[src/rtl/alu64_issue_ctrl_if.sv]
// Request, ALU-side and response signals of the 64-bit ALU issue/capture sequencer.
// slave is the sequencer's view; master is the requester/ALU/consumer side.
interface alu64_issue_ctrl_if;
  localparam int unsigned DATA_W = 64;
  localparam int unsigned OP_W   = 2;

  logic              req_valid;
  logic              req_ready;
  logic [DATA_W-1:0] req_a;
  logic [DATA_W-1:0] req_b;
  logic              req_cin;
  logic [OP_W-1:0]   req_op;
  logic              req_chain;

  logic [DATA_W-1:0] alu_a;
  logic [DATA_W-1:0] alu_b;
  logic              alu_cin;
  logic [OP_W-1:0]   alu_op;
  logic [DATA_W-1:0] alu_s;
  logic              alu_cout;

  logic              rsp_valid;
  logic              rsp_ready;
  logic [DATA_W-1:0] rsp_s;
  logic              rsp_cout;

  modport slave (
    input  req_valid, req_a, req_b, req_cin, req_op, req_chain,
    output req_ready,
    output alu_a, alu_b, alu_cin, alu_op,
    input  alu_s, alu_cout,
    output rsp_valid, rsp_s, rsp_cout,
    input  rsp_ready
  );

  modport master (
    output req_valid, req_a, req_b, req_cin, req_op, req_chain,
    input  req_ready,
    input  alu_a, alu_b, alu_cin, alu_op,
    output alu_s, alu_cout,
    input  rsp_valid, rsp_s, rsp_cout,
    output rsp_ready
  );
endinterface

[src/rtl/alu64_issue_ctrl.sv]
// Issues one request at a time onto the ripple ALU inputs, holds them for a settle
// window, then captures sum/carry into a response register with optional carry chaining.
module alu64_issue_ctrl #(
  parameter int unsigned SETTLE_CYCLES = 4
) (
  input logic              clk,
  input logic              rst,
  alu64_issue_ctrl_if.slave bus
);
  localparam int unsigned CNT_W = 8;

  typedef enum logic [1:0] {
    IDLE   = 2'd0,
    SETTLE = 2'd1,
    DONE   = 2'd2
  } state_t;

  state_t             state_q;
  state_t             state_d;
  logic [CNT_W-1:0]   cnt_q;
  logic               carry_q;
  logic               accept_c;
  logic               capture_c;

  assign accept_c  = (state_q == IDLE) && bus.req_valid;
  assign capture_c = (state_q == SETTLE) && (cnt_q == '0);

  // State register
  always_ff @(posedge clk) begin
    if (rst) state_q <= IDLE;
    else     state_q <= state_d;
  end

  // Next-state logic
  always_comb begin
    state_d = state_q;
    unique case (state_q)
      IDLE:    if (bus.req_valid) state_d = SETTLE;
      SETTLE:  if (cnt_q == '0)   state_d = DONE;
      DONE:    if (bus.rsp_ready) state_d = IDLE;
      default: state_d = IDLE;
    endcase
  end

  // Handshake outputs decoded straight from the state register
  always_comb begin
    bus.req_ready = 1'b0;
    bus.rsp_valid = 1'b0;
    unique case (state_q)
      IDLE:    bus.req_ready = 1'b1;
      DONE:    bus.rsp_valid = 1'b1;
      default: ;
    endcase
  end

  // Operand launch, settle countdown and result capture
  always_ff @(posedge clk) begin
    if (rst) begin
      bus.alu_a    <= '0;
      bus.alu_b    <= '0;
      bus.alu_cin  <= 1'b0;
      bus.alu_op   <= '0;
      bus.rsp_s    <= '0;
      bus.rsp_cout <= 1'b0;
      carry_q      <= 1'b0;
      cnt_q        <= '0;
    end else if (accept_c) begin
      bus.alu_a   <= bus.req_a;
      bus.alu_b   <= bus.req_b;
      bus.alu_op  <= bus.req_op;
      bus.alu_cin <= bus.req_chain ? carry_q : bus.req_cin;
      cnt_q       <= CNT_W'(SETTLE_CYCLES - 1);
    end else if (capture_c) begin
      bus.rsp_s    <= bus.alu_s;
      bus.rsp_cout <= bus.alu_cout;
      carry_q      <= bus.alu_cout;
    end else if (state_q == SETTLE) begin
      cnt_q <= cnt_q - CNT_W'(1);
    end
  end
endmodule

[src/flat_wrapper.sv]
// flat-port wrapper written by rule: the top's interface ports become plain ports
module alu64_issue_ctrl_flat 
#(
  parameter int unsigned SETTLE_CYCLES = 4
)
  (clk, rst, bus_req_valid, bus_req_a, bus_req_b, bus_req_cin, bus_req_op, bus_req_chain, bus_req_ready, bus_alu_a, bus_alu_b, bus_alu_cin, bus_alu_op, bus_alu_s, bus_alu_cout, bus_rsp_valid, bus_rsp_s, bus_rsp_cout, bus_rsp_ready);
  alu64_issue_ctrl_if bus_i ();
  input logic clk;
  input logic rst;
  input wire logic [$bits(bus_i.req_valid)-1:0] bus_req_valid;
  input wire logic [$bits(bus_i.req_a)-1:0] bus_req_a;
  input wire logic [$bits(bus_i.req_b)-1:0] bus_req_b;
  input wire logic [$bits(bus_i.req_cin)-1:0] bus_req_cin;
  input wire logic [$bits(bus_i.req_op)-1:0] bus_req_op;
  input wire logic [$bits(bus_i.req_chain)-1:0] bus_req_chain;
  output wire logic [$bits(bus_i.req_ready)-1:0] bus_req_ready;
  output wire logic [$bits(bus_i.alu_a)-1:0] bus_alu_a;
  output wire logic [$bits(bus_i.alu_b)-1:0] bus_alu_b;
  output wire logic [$bits(bus_i.alu_cin)-1:0] bus_alu_cin;
  output wire logic [$bits(bus_i.alu_op)-1:0] bus_alu_op;
  input wire logic [$bits(bus_i.alu_s)-1:0] bus_alu_s;
  input wire logic [$bits(bus_i.alu_cout)-1:0] bus_alu_cout;
  output wire logic [$bits(bus_i.rsp_valid)-1:0] bus_rsp_valid;
  output wire logic [$bits(bus_i.rsp_s)-1:0] bus_rsp_s;
  output wire logic [$bits(bus_i.rsp_cout)-1:0] bus_rsp_cout;
  input wire logic [$bits(bus_i.rsp_ready)-1:0] bus_rsp_ready;
  assign bus_i.req_valid = bus_req_valid;
  assign bus_i.req_a = bus_req_a;
  assign bus_i.req_b = bus_req_b;
  assign bus_i.req_cin = bus_req_cin;
  assign bus_i.req_op = bus_req_op;
  assign bus_i.req_chain = bus_req_chain;
  assign bus_req_ready = bus_i.req_ready;
  assign bus_alu_a = bus_i.alu_a;
  assign bus_alu_b = bus_i.alu_b;
  assign bus_alu_cin = bus_i.alu_cin;
  assign bus_alu_op = bus_i.alu_op;
  assign bus_i.alu_s = bus_alu_s;
  assign bus_i.alu_cout = bus_alu_cout;
  assign bus_rsp_valid = bus_i.rsp_valid;
  assign bus_rsp_s = bus_i.rsp_s;
  assign bus_rsp_cout = bus_i.rsp_cout;
  assign bus_i.rsp_ready = bus_rsp_ready;
  alu64_issue_ctrl #(.SETTLE_CYCLES(SETTLE_CYCLES)) u_core (.clk(clk), .rst(rst), .bus(bus_i));
endmodule
[config.mk]
export PLATFORM = sky130hd
export DESIGN_NAME = alu64_issue_ctrl_flat
export DESIGN_NICKNAME = d
export VERILOG_FILES = /design/src/rtl/alu64_issue_ctrl_if.sv /design/src/rtl/alu64_issue_ctrl.sv /design/src/flat_wrapper.sv
export SDC_FILE = /design/constraint.sdc
export NUM_CORES = 1
export LEC_CHECK = 0
export BUFFER_PORTS_ARGS = -buffer_cell sky130_fd_sc_hd__buf_2
export CAP_MARGIN = 30
export CORE_AREA = 5 5 153 155
export DETAILED_ROUTE_END_ITERATION = 8
export DIE_AREA = 0 0 158 160
export PLACE_DENSITY_LB_ADDON = 0.15
export SLEW_MARGIN = 15
export SYNTH_ARGS = -nofsm -noshare
export SYNTH_HDL_FRONTEND = slang
export SYNTH_SLANG_ARGS = --single-unit
[constraint.sdc]
create_clock -name clk -period 4.4 [get_ports clk]
set_clock_uncertainty 0.05 [all_clocks]
set_input_delay 0.22 -clock clk [delete_from_list [all_inputs] [get_ports clk]]
set_output_delay 0.22 -clock clk [all_outputs]
set_load 0.05 [all_outputs]
==> results_dict.tcl <==
set metrics [dict create \
    status "finished clean" \
    ios 399 \
    synthTopCellsByArea "dfxtp_1 (57%), nand2_1 (20%), a21oi_1 (14%), clkbuf_1 (2.5%), buf_6 (0.78%)" \
    netlist_area_um2 7230 \
    fmax_ghz 0.429 \
    dp_worst_setup_slack_ns 2.11 \
    antenna_left 0 \
    max-slew-margin-rel 0.484 \
    maxCapViolCount 0 \
    cp.arrival_ns 2.71 \
    cts-resized-gates 0 \
    synthArstFlopShare 0 \
    synthFlopType "dfxtp_1" \
    layout_setup_ws_ns 2.07 \
    final_core_utilization 0.564 \
    gp_congestion 0.809 \
    drc 0 \
    grt_overflow 0 \
    setup_tns_ns 0 \
    ys_types 35 \
    syn_inst 914 \
    rsz0062_at_grt "false" \
    ys_seq_elements 206 \
    die_w_um 158 \
    hold_path_class "in2reg" \
    drt_pre_antenna_iters 5 \
    cts_tree "built" \
    p_leak_uw 0.00562 \
    worstMarginPinSlew_ns 0.774 \
    row_count 54 \
    yosys.area.top_type_share 0.570 \
    p_per_area_nw_per_um2 467 \
    worst_setup_path_end_kind "flop" \
    wl_per_cell_um 15.0 \
    drt-initial-drc-count 423 \
    yosys.area.top_type "dfxtp_1" \
    grt_pass1_wl_um 41100 \
    routed_wl_um 26700 \
    ctsRootBufferMaster "clkbuf_16" \
    start_kind "flop" \
    synth_edf_count 0 \
    vias_per_cell 4.52 \
    drive_above_1_share 0.304 \
    syn_avg_cell_area_um2 7.91 \
    clock_sinks 206 \
    num_antenna_cells 0 \
    reg2reg_depth 7 \
    dp_cells 1533 \
    numCtsBuffers 24 \
    vias 8016 \
    synth_nets 1117 \
    hold_slack_ns 0.0376 \
    slew_viol_final 0 \
    period_share 0.530 \
    setup_viol 0 \
    fp.coreArea_um2 21700 \
    clk_path_buf_depth 3 \
    grt_util_all_layers 0.196 \
    ctsHtreeMaxLevel 1 \
    syn2layout_area_growth_pct 69.1 \
    port_buffers 398 \
    nNetsFinal 1679 \
    grt_start_max_net_pins 99 \
    ir_drop_mv 0.320 \
    fp.dieArea_um2 25300 \
    clock_latency_ns 0.50 \
    start_util 0.333 \
    finalHoldViolations 0 \
    ys_seq_area_frac 0.570 \
    cp_max_fo 40 \
    clk_pin_slew_worst_paths_ns 0.06 \
    grt_antenna_before_repair 1 \
    critPathRequiredTime_ns 4.78 \
    die_h_um 160 \
    hold_path_depth 3 \
    crit_type "reg2reg" \
    min_period_ns 2.33 \
    fin_cells 1773 \
    post-dp-hpwl_um 17400 \
    grt_pass1_vias 8063 \
    yosysWarnings 0 \
]
==> through the flow <==
step	total power, uW	area [um2]
floorplan	3060	7230
finish	5710	12200
global route	5980	12200
global placement	3410	9370
CTS	5780	12200
detailed placement	3420	9370
==> per-layer routing <==
layer / vias to the layer above / GRT usage / share of wire
met2: 308 / 0.345 / 0.48
met5: - / 0 / 0.00041
met3: 47 / 0.0644 / 0.11
met4: 2 / 0.0527 / 0.024
met1: 3586 / 0.227 / 0.39
li1: 4073 / - / -
==> registers in the layout, indices dropped and copies added, names as in the netlist <==
signal and count:
u_core.bus.alu_a 64, u_core.bus.alu_b 64, u_core.bus.alu_cin 1, u_core.bus.alu_op 2, u_core.bus.rsp_cout 1, u_core.bus.rsp_s 64, u_core.cnt_q 8, u_core.state_q 2
==> kinds of logic after synthesis <==
kind of cell | synth area share
muxes | 0.00138
DFF | 0.570
xor gates and xnor gates | 0.00606
and+or+nand+nor | 0.227
AOI/OAI and AO/OA | 0.150
buffers and inverters | 0.0427
adders and majority gates | 0.00346
==> placed cells by master, fill, tap and decap left out, types with 2 or more instances in the layout <==
cell type / netlist / layout
o21ai_0: 3 / 3
buf_4: 1 / 7
a211oi_1: 2 / 2
buf_2: 7 / 397
nand2b_1: 2 / 2
nor2b_1: 4 / 4
clkinv_2: 0 / 7
nand2_1: 391 / 390
dfxtp_1: 206 / 206
inv_1: 2 / 2
clkbuf_16: 0 / 25
a21oi_1: 199 / 199
nor3_1: 3 / 3
clkbuf_8: 0 / 5
nor2_1: 8 / 8
dlygate4sd3_1: 0 / 197
o211ai_1: 3 / 3
bufinv_16: 0 / 5
ha_1: 2 / 2
xor2_1: 4 / 4
==> cells in the mapped netlist (all sizes together), types with 2 or more instances <==
cell	instances
nand3	2
nor3	4
o21ai	3
a211oi	2
nor2	8
buf	18
inv	2
o211ai	3
dfxtp	206
nand2	391
ha	2
a21oi	199
nor2b	4
xor2	4
clkbuf	49
nand2b	2
==> critical path, stage by stage (launching register included) <==
cell     delay, ns
dfxtp_1       0.32
inv_1         0.11
ha_1          0.17
or3b_2        0.56
nor3_4        0.31
buf_4         0.44
nand2_1       0.12
a21oi_1       0.15
==> layout make-up <==
| cell class | count | area, um2 |
|---|---|---|
| repair buffers | 603 | 4040 |
| fillers | 2001 | 9460 |
| clock inverters | 13 | 193 |
| clock buffers | 30 | 694 |
| well taps | 280 | 350 |
| multi-input cells | 639 | 2820 |
| flip-flops and latches | 206 | 4120 |
| inverters | 2 | 7.51 |
==> final timing paths <==
kind | start | to | slack [ns]
worst max register to register | u_core.cnt_q[1] | u_core.bus.rsp_s[35] | 2.07
worst max-delay path | u_core.cnt_q[1] | u_core.bus.rsp_s[35] | 2.07
worst min register to register | u_core.bus.rsp_s[58] | u_core.bus.rsp_s[58] | 0.40
worst min-delay path | bus_req_chain | u_core.bus.alu_cin | 0.04
==> where the power goes <==
part           total (uW)  switching (uW)  internal, uW
registers            2100            81.1          2020
clock network        2190             788          1410
logic                1410             990           422
==> timing repair <==
item                                    CTS  global route
setup buffers                             0             0
endpoints found under the setup margin    0             0
hold buffers                            197             0
hold endpoints to repair                197             0
(Power assumes the default switching activity.)
